[src/rtl/inverse_lerp_pkg.sv]
// Shared types for the inverse_lerp block.
//   ratio_flags_t : status flags returned alongside each ratio.
package inverse_lerp_pkg;

  // Result qualifiers; at most one is set per result, degenerate wins.
  typedef struct packed {
    logic clamped;
    logic degenerate;
  } ratio_flags_t;

endpackage

[src/rtl/inverse_lerp_frac_divider.sv]
// Restoring fractional divider: quotient = floor(num * 2^ITERS / den), num < den.
//   clk, reset : clock, synchronous active-high reset (aborts a divide)
//   start_i    : load num_i/den_i and begin ITERS iterations
//   num_i      : dividend, must be < den_i
//   den_i      : divisor, non-zero
//   last_c_o   : current cycle performs the final iteration
//   quo_c_o    : quotient including this cycle's bit (complete when last_c_o)
module inverse_lerp_frac_divider
  import inverse_lerp_pkg::*;
#(
  parameter int unsigned NUM_BITS = 17,
  parameter int unsigned ITERS    = 8
) (
  input  logic                clk,
  input  logic                reset,
  input  logic                start_i,
  input  logic [NUM_BITS-1:0] num_i,
  input  logic [NUM_BITS-1:0] den_i,
  output logic                last_c_o,
  output logic [ITERS-1:0]    quo_c_o
);

  localparam int unsigned CNT_BITS = $clog2(ITERS + 1);

  logic [NUM_BITS-1:0] rem_q, rem_d;
  logic [NUM_BITS-1:0] den_q, den_d;
  logic [NUM_BITS-1:0] rem_sh;
  logic [ITERS-1:0]    quo_q, quo_d;
  logic [CNT_BITS-1:0] cnt_q, cnt_d;
  logic                qbit;

  // State registers.
  always_ff @(posedge clk) begin
    if (reset) begin
      rem_q <= '0;
      den_q <= '0;
      quo_q <= '0;
      cnt_q <= '0;
    end else begin
      rem_q <= rem_d;
      den_q <= den_d;
      quo_q <= quo_d;
      cnt_q <= cnt_d;
    end
  end

  // One quotient bit per cycle, MSB first. rem < den keeps the shifted
  // remainder inside NUM_BITS, so no carry bit is lost by the shift.
  always_comb begin
    rem_d    = rem_q;
    den_d    = den_q;
    quo_d    = quo_q;
    cnt_d    = cnt_q;
    rem_sh   = rem_q << 1;
    qbit     = (rem_sh >= den_q);
    quo_c_o  = (quo_q << 1) | ITERS'(qbit);
    last_c_o = (cnt_q == CNT_BITS'(1));
    if (start_i) begin
      rem_d = num_i;
      den_d = den_i;
      quo_d = '0;
      cnt_d = CNT_BITS'(ITERS);
    end else if (cnt_q != '0) begin
      rem_d = qbit ? (rem_sh - den_q) : rem_sh;
      quo_d = quo_c_o;
      cnt_d = cnt_q - CNT_BITS'(1);
    end
  end

endmodule

[src/rtl/inverse_lerp.sv]
// Inverse lerp: ratio = floor((x-a) * 2^RATIO_FRAC_BITS / (b-a)), saturated,
// oriented so ratio grows from a towards b.
//   clk, reset           : clock, synchronous active-high reset
//   in_valid/in_ready    : request handshake carrying a, b, x
//   a, b, x              : endpoints and sample (unsigned)
//   out_valid/out_ready  : result handshake
//   ratio                : unsigned 0.RATIO_FRAC_BITS fraction
//   clamped, degenerate  : x outside [a,b) / a == b
module inverse_lerp
  import inverse_lerp_pkg::*;
#(
  parameter int unsigned INPUT_BITS      = 16,
  parameter int unsigned RATIO_FRAC_BITS = 8
) (
  input  logic                       clk,
  input  logic                       reset,
  input  logic                       in_valid,
  output logic                       in_ready,
  input  logic [INPUT_BITS-1:0]      a,
  input  logic [INPUT_BITS-1:0]      b,
  input  logic [INPUT_BITS-1:0]      x,
  output logic                       out_valid,
  input  logic                       out_ready,
  output logic [RATIO_FRAC_BITS-1:0] ratio,
  output logic                       clamped,
  output logic                       degenerate
);

  localparam int unsigned DW = INPUT_BITS + 1;

  typedef enum logic [1:0] {S_IDLE, S_PREP, S_DIV, S_DONE} state_e;

  state_e                     state_q, state_d;
  logic [INPUT_BITS-1:0]      a_q, a_d, b_q, b_d, x_q, x_d;
  logic [RATIO_FRAC_BITS-1:0] ratio_q, ratio_d;
  ratio_flags_t               flags_q, flags_d;
  logic                       out_valid_q, out_valid_d;
  logic signed [DW-1:0]       num_c, den_c;
  logic                       div_start_c, div_last_c;
  logic [RATIO_FRAC_BITS-1:0] div_quo_c;

  assign in_ready   = (state_q == S_IDLE) && !reset;
  assign out_valid  = out_valid_q;
  assign ratio      = ratio_q;
  assign clamped    = flags_q.clamped;
  assign degenerate = flags_q.degenerate;

  // Orient the span so den >= 0; num goes negative when x lies behind a.
  always_comb begin
    if (b_q >= a_q) begin
      num_c = $signed({1'b0, x_q}) - $signed({1'b0, a_q});
      den_c = $signed({1'b0, b_q}) - $signed({1'b0, a_q});
    end else begin
      num_c = $signed({1'b0, a_q}) - $signed({1'b0, x_q});
      den_c = $signed({1'b0, a_q}) - $signed({1'b0, b_q});
    end
  end

  inverse_lerp_frac_divider #(
    .NUM_BITS (DW),
    .ITERS    (RATIO_FRAC_BITS)
  ) u_div (
    .clk      (clk),
    .reset    (reset),
    .start_i  (div_start_c),
    .num_i    ($unsigned(num_c)),
    .den_i    ($unsigned(den_c)),
    .last_c_o (div_last_c),
    .quo_c_o  (div_quo_c)
  );

  // State and registered outputs.
  always_ff @(posedge clk) begin
    if (reset) begin
      state_q     <= S_IDLE;
      a_q         <= '0;
      b_q         <= '0;
      x_q         <= '0;
      ratio_q     <= '0;
      flags_q     <= '0;
      out_valid_q <= 1'b0;
    end else begin
      state_q     <= state_d;
      a_q         <= a_d;
      b_q         <= b_d;
      x_q         <= x_d;
      ratio_q     <= ratio_d;
      flags_q     <= flags_d;
      out_valid_q <= out_valid_d;
    end
  end

  // Next-state and output logic.
  always_comb begin
    state_d     = state_q;
    a_d         = a_q;
    b_d         = b_q;
    x_d         = x_q;
    ratio_d     = ratio_q;
    flags_d     = flags_q;
    out_valid_d = out_valid_q;
    div_start_c = 1'b0;
    unique case (state_q)
      S_IDLE: begin
        if (in_valid && in_ready) begin
          a_d     = a;
          b_d     = b;
          x_d     = x;
          state_d = S_PREP;
        end
      end
      S_PREP: begin
        // Early-out cases skip the divider; degenerate is checked first.
        if (den_c == '0) begin
          ratio_d     = '0;
          flags_d     = '{clamped: 1'b0, degenerate: 1'b1};
          out_valid_d = 1'b1;
          state_d     = S_DONE;
        end else if (num_c < 0) begin
          ratio_d     = '0;
          flags_d     = '{clamped: 1'b1, degenerate: 1'b0};
          out_valid_d = 1'b1;
          state_d     = S_DONE;
        end else if (num_c >= den_c) begin
          ratio_d     = '1;
          flags_d     = '{clamped: 1'b1, degenerate: 1'b0};
          out_valid_d = 1'b1;
          state_d     = S_DONE;
        end else begin
          div_start_c = 1'b1;
          state_d     = S_DIV;
        end
      end
      S_DIV: begin
        if (div_last_c) begin
          ratio_d     = div_quo_c;
          flags_d     = '0;
          out_valid_d = 1'b1;
          state_d     = S_DONE;
        end
      end
      S_DONE: begin
        if (out_ready) begin
          out_valid_d = 1'b0;
          state_d     = S_IDLE;
        end
      end
      default: state_d = S_IDLE;
    endcase
  end

endmodule

[config.mk]
export PLATFORM = sky130hd
export DESIGN_NAME = inverse_lerp
export DESIGN_NICKNAME = d
export VERILOG_FILES = /design/src/rtl/inverse_lerp_pkg.sv /design/src/rtl/inverse_lerp_frac_divider.sv /design/src/rtl/inverse_lerp.sv
export SDC_FILE = /design/constraint.sdc
export NUM_CORES = 1
export LEC_CHECK = 0
export BUFFER_PORTS_ARGS = -buffer_cell sky130_fd_sc_hd__buf_4
export CORE_MARGIN = 2
export CORE_UTILIZATION = 60
export DETAILED_ROUTE_END_ITERATION = 8
export PLACE_DENSITY = 0.79
export SYNTH_ARGS = -nofsm -noshare
export SYNTH_HDL_FRONTEND = slang
export SYNTH_SLANG_ARGS = --single-unit
[constraint.sdc]
create_clock -name clk -period 9.41 [get_ports clk]
set_input_delay 0.4705 -clock clk [delete_from_list [all_inputs] [get_ports clk]]
set_output_delay 0.4705 -clock clk [all_outputs]
set_load 0.01 [all_outputs]
==> results.md <==
- From bottom edge to top edge, the die measures between 100 and 150 um.
- For the worst setup path, the data required time is 9680 ps.
- The path class of the tightest hold or removal check is in2reg.
- The area fraction of the dominant cell type after synthesis is 23.89%.
- The clock tree from TritonCTS is done.
- The most repeated cell in the gate-level netlist after synthesis is sky130_fd_sc_hd__nand2_1.
- Detailed placement ended at an HPWL of 17140 um.
- Pin placement for this block handled 64 I/O pins.
- The mean cell area of the mapped netlist is a little under 8 sq um.
- The final routed DRC violation total is 0.
- The number of antenna-violating nets in the routed design is 0.
- In the post-synthesis netlist, the biggest area contributors are sky130_fd_sc_hd__dfxtp_1 (24%), sky130_fd_sc_hd__ha_1 (15%), sky130_fd_sc_hd__nand2_1 (5.8%), sky130_fd_sc_hd__a21oi_1 (4.7%), sky130_fd_sc_hd__o31ai_1 (4.4%).
- The die outline area is 0.01565 sq mm.
- The via count of the first global-routing pass is 7819.
- Clock-pin slew was measured on the worst setup and hold paths at 80 ps.
- The first TritonRoute pass finished after 6 iterations.
- The insertion delay of the later-clocked pin in the worst-skew pair is 370 ps.
- Of the total synthesized cell area, the portion taken by full adders, half adders and majority gates is 15.92%.
- Timing would allow up to ~150 MHz.
- The max-slew violation count came to 0.
- The pin count of the biggest net entering global routing is between 90 and 100.
- After clock tree synthesis, the setup repair step added 0 buffers.
- The run finished with clean final reports.
- Multiplexer cells account for about 4.0% of the synthesized area.
- Summed over all layers, the routed wires come to ~23000 um.
- Of the total synthesized cell area, the portion taken by XOR and XNOR cells is 4.180%.
- The largest family of logic cells by synthesized area is compound AO/OA/AOI/OAI gates.
- The growth of design area from synthesis to finish is 8.730%.
- For this configuration, the core starts out at a cell density of between 60% and 70%.
- The simple-gate share of the synthesized area is 16.69%.
- The initial antenna violation count is 0.
- The count of flip-flops with a built-in enable after synthesis is 0.
- Of all cell types, the one taking the most synthesized area is sky130_fd_sc_hd__dfxtp_1.
- The clock period minus final worst setup slack is 6832 ps.
- The number of rows in the core area is 44.
- The global router's overall resource usage is 29.30%.
- After clock tree synthesis, the flow added hold-fix buffers numbering 0.
- The maximum level of the CTS H-tree is 3.
- The core outline area is 0.01442 sq mm.
- In the routed layout, each cell is associated on average with a via count of ~6.2.
- Of the synthesized area, sequential elements account for 23.89%.
- The buffer levels on the longest clock path is 2.
- Synthesis instantiated 79 different standard cells from the library.
- The number of gates resized after CTS was 0.
- In the synthesized netlist, the number of instances is 1113.
- The wire length of the first global-routing pass is 38320 um.
- The final RePlAce weighted congestion is 1.001.
- Summing the areas of all compound-gate instances in the mapped netlist gives 27.67% of the synthesized area.
- The final-report hold violation count is 0.
- The slew of the pin with the lowest slew margin is ~1100 ps.
- The average routed wire per standard cell is 17.18 um.
- Setup repair after global routing left no endpoint under its margin.
- Across the run, the number of max-cap violations was 0.
- Clock tree synthesis found a total of 105 sinks.
- At the end of the flow, the number of nets in the layout was 1288.
- Across all layers, the routed design uses about 8.2k vias.
- 0 antenna diodes ended up in the layout.
- The worst pin sits at a relative slew slack of 23.59%.
- The detailed router finished its first iteration with 726 violations.
- For the final routed database, the setup TNS stands at 0 ps.
- Sorting the synthesized cells by how often they occur yields sky130_fd_sc_hd__nand2_1 (135), sky130_fd_sc_hd__dfxtp_1 (105), sky130_fd_sc_hd__ha_1 (104), sky130_fd_sc_hd__inv_1 (100), sky130_fd_sc_hd__a21oi_1 (82).
- For this run, asynchronously set or reset flops after synthesis account for 0%.
- The layout cell share with drive strength beyond 1 is about a tenth.
- The total overflow reported by the global router is 0.
- The post-synthesis sequential element count is approximately 110.
- The number of buffers created by CTS is 9.
- Setup violations remaining at the end of the flow were counted as 0.
- Counting every net in the synthesized netlist gives 1274.
- The most used flip-flop cell after synthesis is sky130_fd_sc_hd__dfxtp_1.
- Along the worst path, the maximum fanout reaches 22.
- Summing every instance area after synthesis gives just under 0.009 sq mm.
- Clock tree synthesis selected as its root buffer the cell sky130_fd_sc_hd__clkbuf_16.
- In this run the horizontal extent of the chip is around 130 um.
- The ratio of final minimum period to clock period is 72.60%.
- The capturing element type of the critical path is a register.
- At the worst endpoint, the arrival time is 7100 ps.
- The critical path is of the reg2reg type.
- The count of buffers added on input and output ports is 63.
- The largest clock skew in the final design is 17.91 ps.
- The startpoint type of the worst setup path is a register.
- The total number of yosys warnings is 0.
-- registers in the layout, summed over array words and instances (netlist names) --
register	flops
b_q	16
u_div.rem_q	16
out_valid	1
a_q	16
degenerate	1
state_q	2
u_div.quo_q	7
ratio	8
clamped	1
x_q	16
u_div.cnt_q	4
u_div.den_q	17
-- path summary, 6_finish.rpt --
check,startpoint,to,slack (ps),cells after the start
setup / recovery,a_q[12],u_div.den_q[14],2580,20
hold reg to reg,ratio[4],ratio[4],470,2
hold / removal,b[10],b_q[10],290,3
setup reg to reg,a_q[12],u_div.den_q[14],2580,20
-- layout by cell type (no fill, tap or decap), types with 3 or more instances in the layout --
master                        n
sky130_fd_sc_hd__nor4b_1      3
sky130_fd_sc_hd__nor3_1      19
sky130_fd_sc_hd__or4_1        8
sky130_fd_sc_hd__a211oi_1    32
sky130_fd_sc_hd__o221ai_1     8
sky130_fd_sc_hd__nand3_1     19
sky130_fd_sc_hd__o22ai_1      6
sky130_fd_sc_hd__xor2_1      12
sky130_fd_sc_hd__dfxtp_1    105
sky130_fd_sc_hd__mux2_2       3
sky130_fd_sc_hd__and4_1       3
sky130_fd_sc_hd__and3_1       3
sky130_fd_sc_hd__o31a_1       4
sky130_fd_sc_hd__fa_1         5
sky130_fd_sc_hd__o21ai_0     52
sky130_fd_sc_hd__mux2i_1     32
sky130_fd_sc_hd__nor4_1       5
sky130_fd_sc_hd__buf_4       68
sky130_fd_sc_hd__o211ai_1    13
sky130_fd_sc_hd__a2111oi_0    4
sky130_fd_sc_hd__nand2b_1     9
sky130_fd_sc_hd__xnor2_1     30
sky130_fd_sc_hd__ha_1       104
sky130_fd_sc_hd__nand2_1    135
sky130_fd_sc_hd__o31ai_1     52
sky130_fd_sc_hd__o211a_1      6
sky130_fd_sc_hd__or3_1        6
sky130_fd_sc_hd__a221oi_2     9
sky130_fd_sc_hd__and2_1      10
sky130_fd_sc_hd__a21oi_1     82
sky130_fd_sc_hd__nor2b_1     10
sky130_fd_sc_hd__a31oi_1      3
sky130_fd_sc_hd__nor2_1      47
sky130_fd_sc_hd__o21a_1       8
sky130_fd_sc_hd__inv_1      100
sky130_fd_sc_hd__o21bai_1     4
sky130_fd_sc_hd__nand4_1     16
sky130_fd_sc_hd__clkbuf_16    9
sky130_fd_sc_hd__a21o_1      37
-- worst max-delay path: stages, from the launching register on --
cell and delay, ps:
sky130_fd_sc_hd__dfxtp_1 370, sky130_fd_sc_hd__inv_1 100, sky130_fd_sc_hd__ha_1 560, sky130_fd_sc_hd__nand4_1 340
sky130_fd_sc_hd__nor4_1 450, sky130_fd_sc_hd__and2b_1 280, sky130_fd_sc_hd__o21a_1 260, sky130_fd_sc_hd__nand2_1 740
sky130_fd_sc_hd__mux2i_1 310, sky130_fd_sc_hd__xor2_1 240, sky130_fd_sc_hd__ha_1 280, sky130_fd_sc_hd__a21o_1 180
sky130_fd_sc_hd__a21o_1 160, sky130_fd_sc_hd__a21oi_1 120, sky130_fd_sc_hd__o21ai_0 90, sky130_fd_sc_hd__a21oi_1 140
sky130_fd_sc_hd__o21ai_0 120, sky130_fd_sc_hd__a21oi_1 250, sky130_fd_sc_hd__and2_0 870, sky130_fd_sc_hd__nand2_1 490
sky130_fd_sc_hd__a211oi_1 400
-- cell type report --
type | instances | area [sq um]
clock buffers | 9 | 225.2
flip-flops and latches | 105 | 2102
well taps | 184 | 230.2
repair buffers | 68 | 510.5
fillers | 1279 | 4856
inverters | 101 | 379.1
clock inverters | 7 | 88.84
multi-input cells | 842 | 6032
-- metal layers --
layer / share of wire [%] / global-route usage, % / vias to the layer above
met5: 0 / 0 / -
met4: 3.8 / 13.46 / 0
met3: 5.3 / 4.193 / 71
met2: 45 / 46.26 / 287
met1: 46 / 39.78 / 3812
li1: - / - / 4023
-- through the flow --
stage | setup WS, ps | hold slack [ps] | instances | area (sq um) | utilization, %
3_3_place_gp | 2974 | 449.6 | 1300 | 9254 | 64.16
6_report | 2578 | 286.2 | 1316 | 9568 | 66.33
5_1_grt | 2037 | 296.2 | 1316 | 9568 | 66.33
3_5_place_dp | 2883 | 452.3 | 1300 | 9254 | 64.16
4_1_cts | 2808 | 282.4 | 1316 | 9568 | 66.33
2_1_floorplan | 4506 | 446.2 | 1113 | 8800 | -
-- cells by family after synthesis --
group,count (synthesis)
flops,105
simple gates,307
compound gates,349
fa+ha+maj,109
buf+inv,166
mux,35
xor+xnor,42
Power is not shown: default switching activity piles up to over one toggle a cycle in this logic, so the estimate is an artifact.
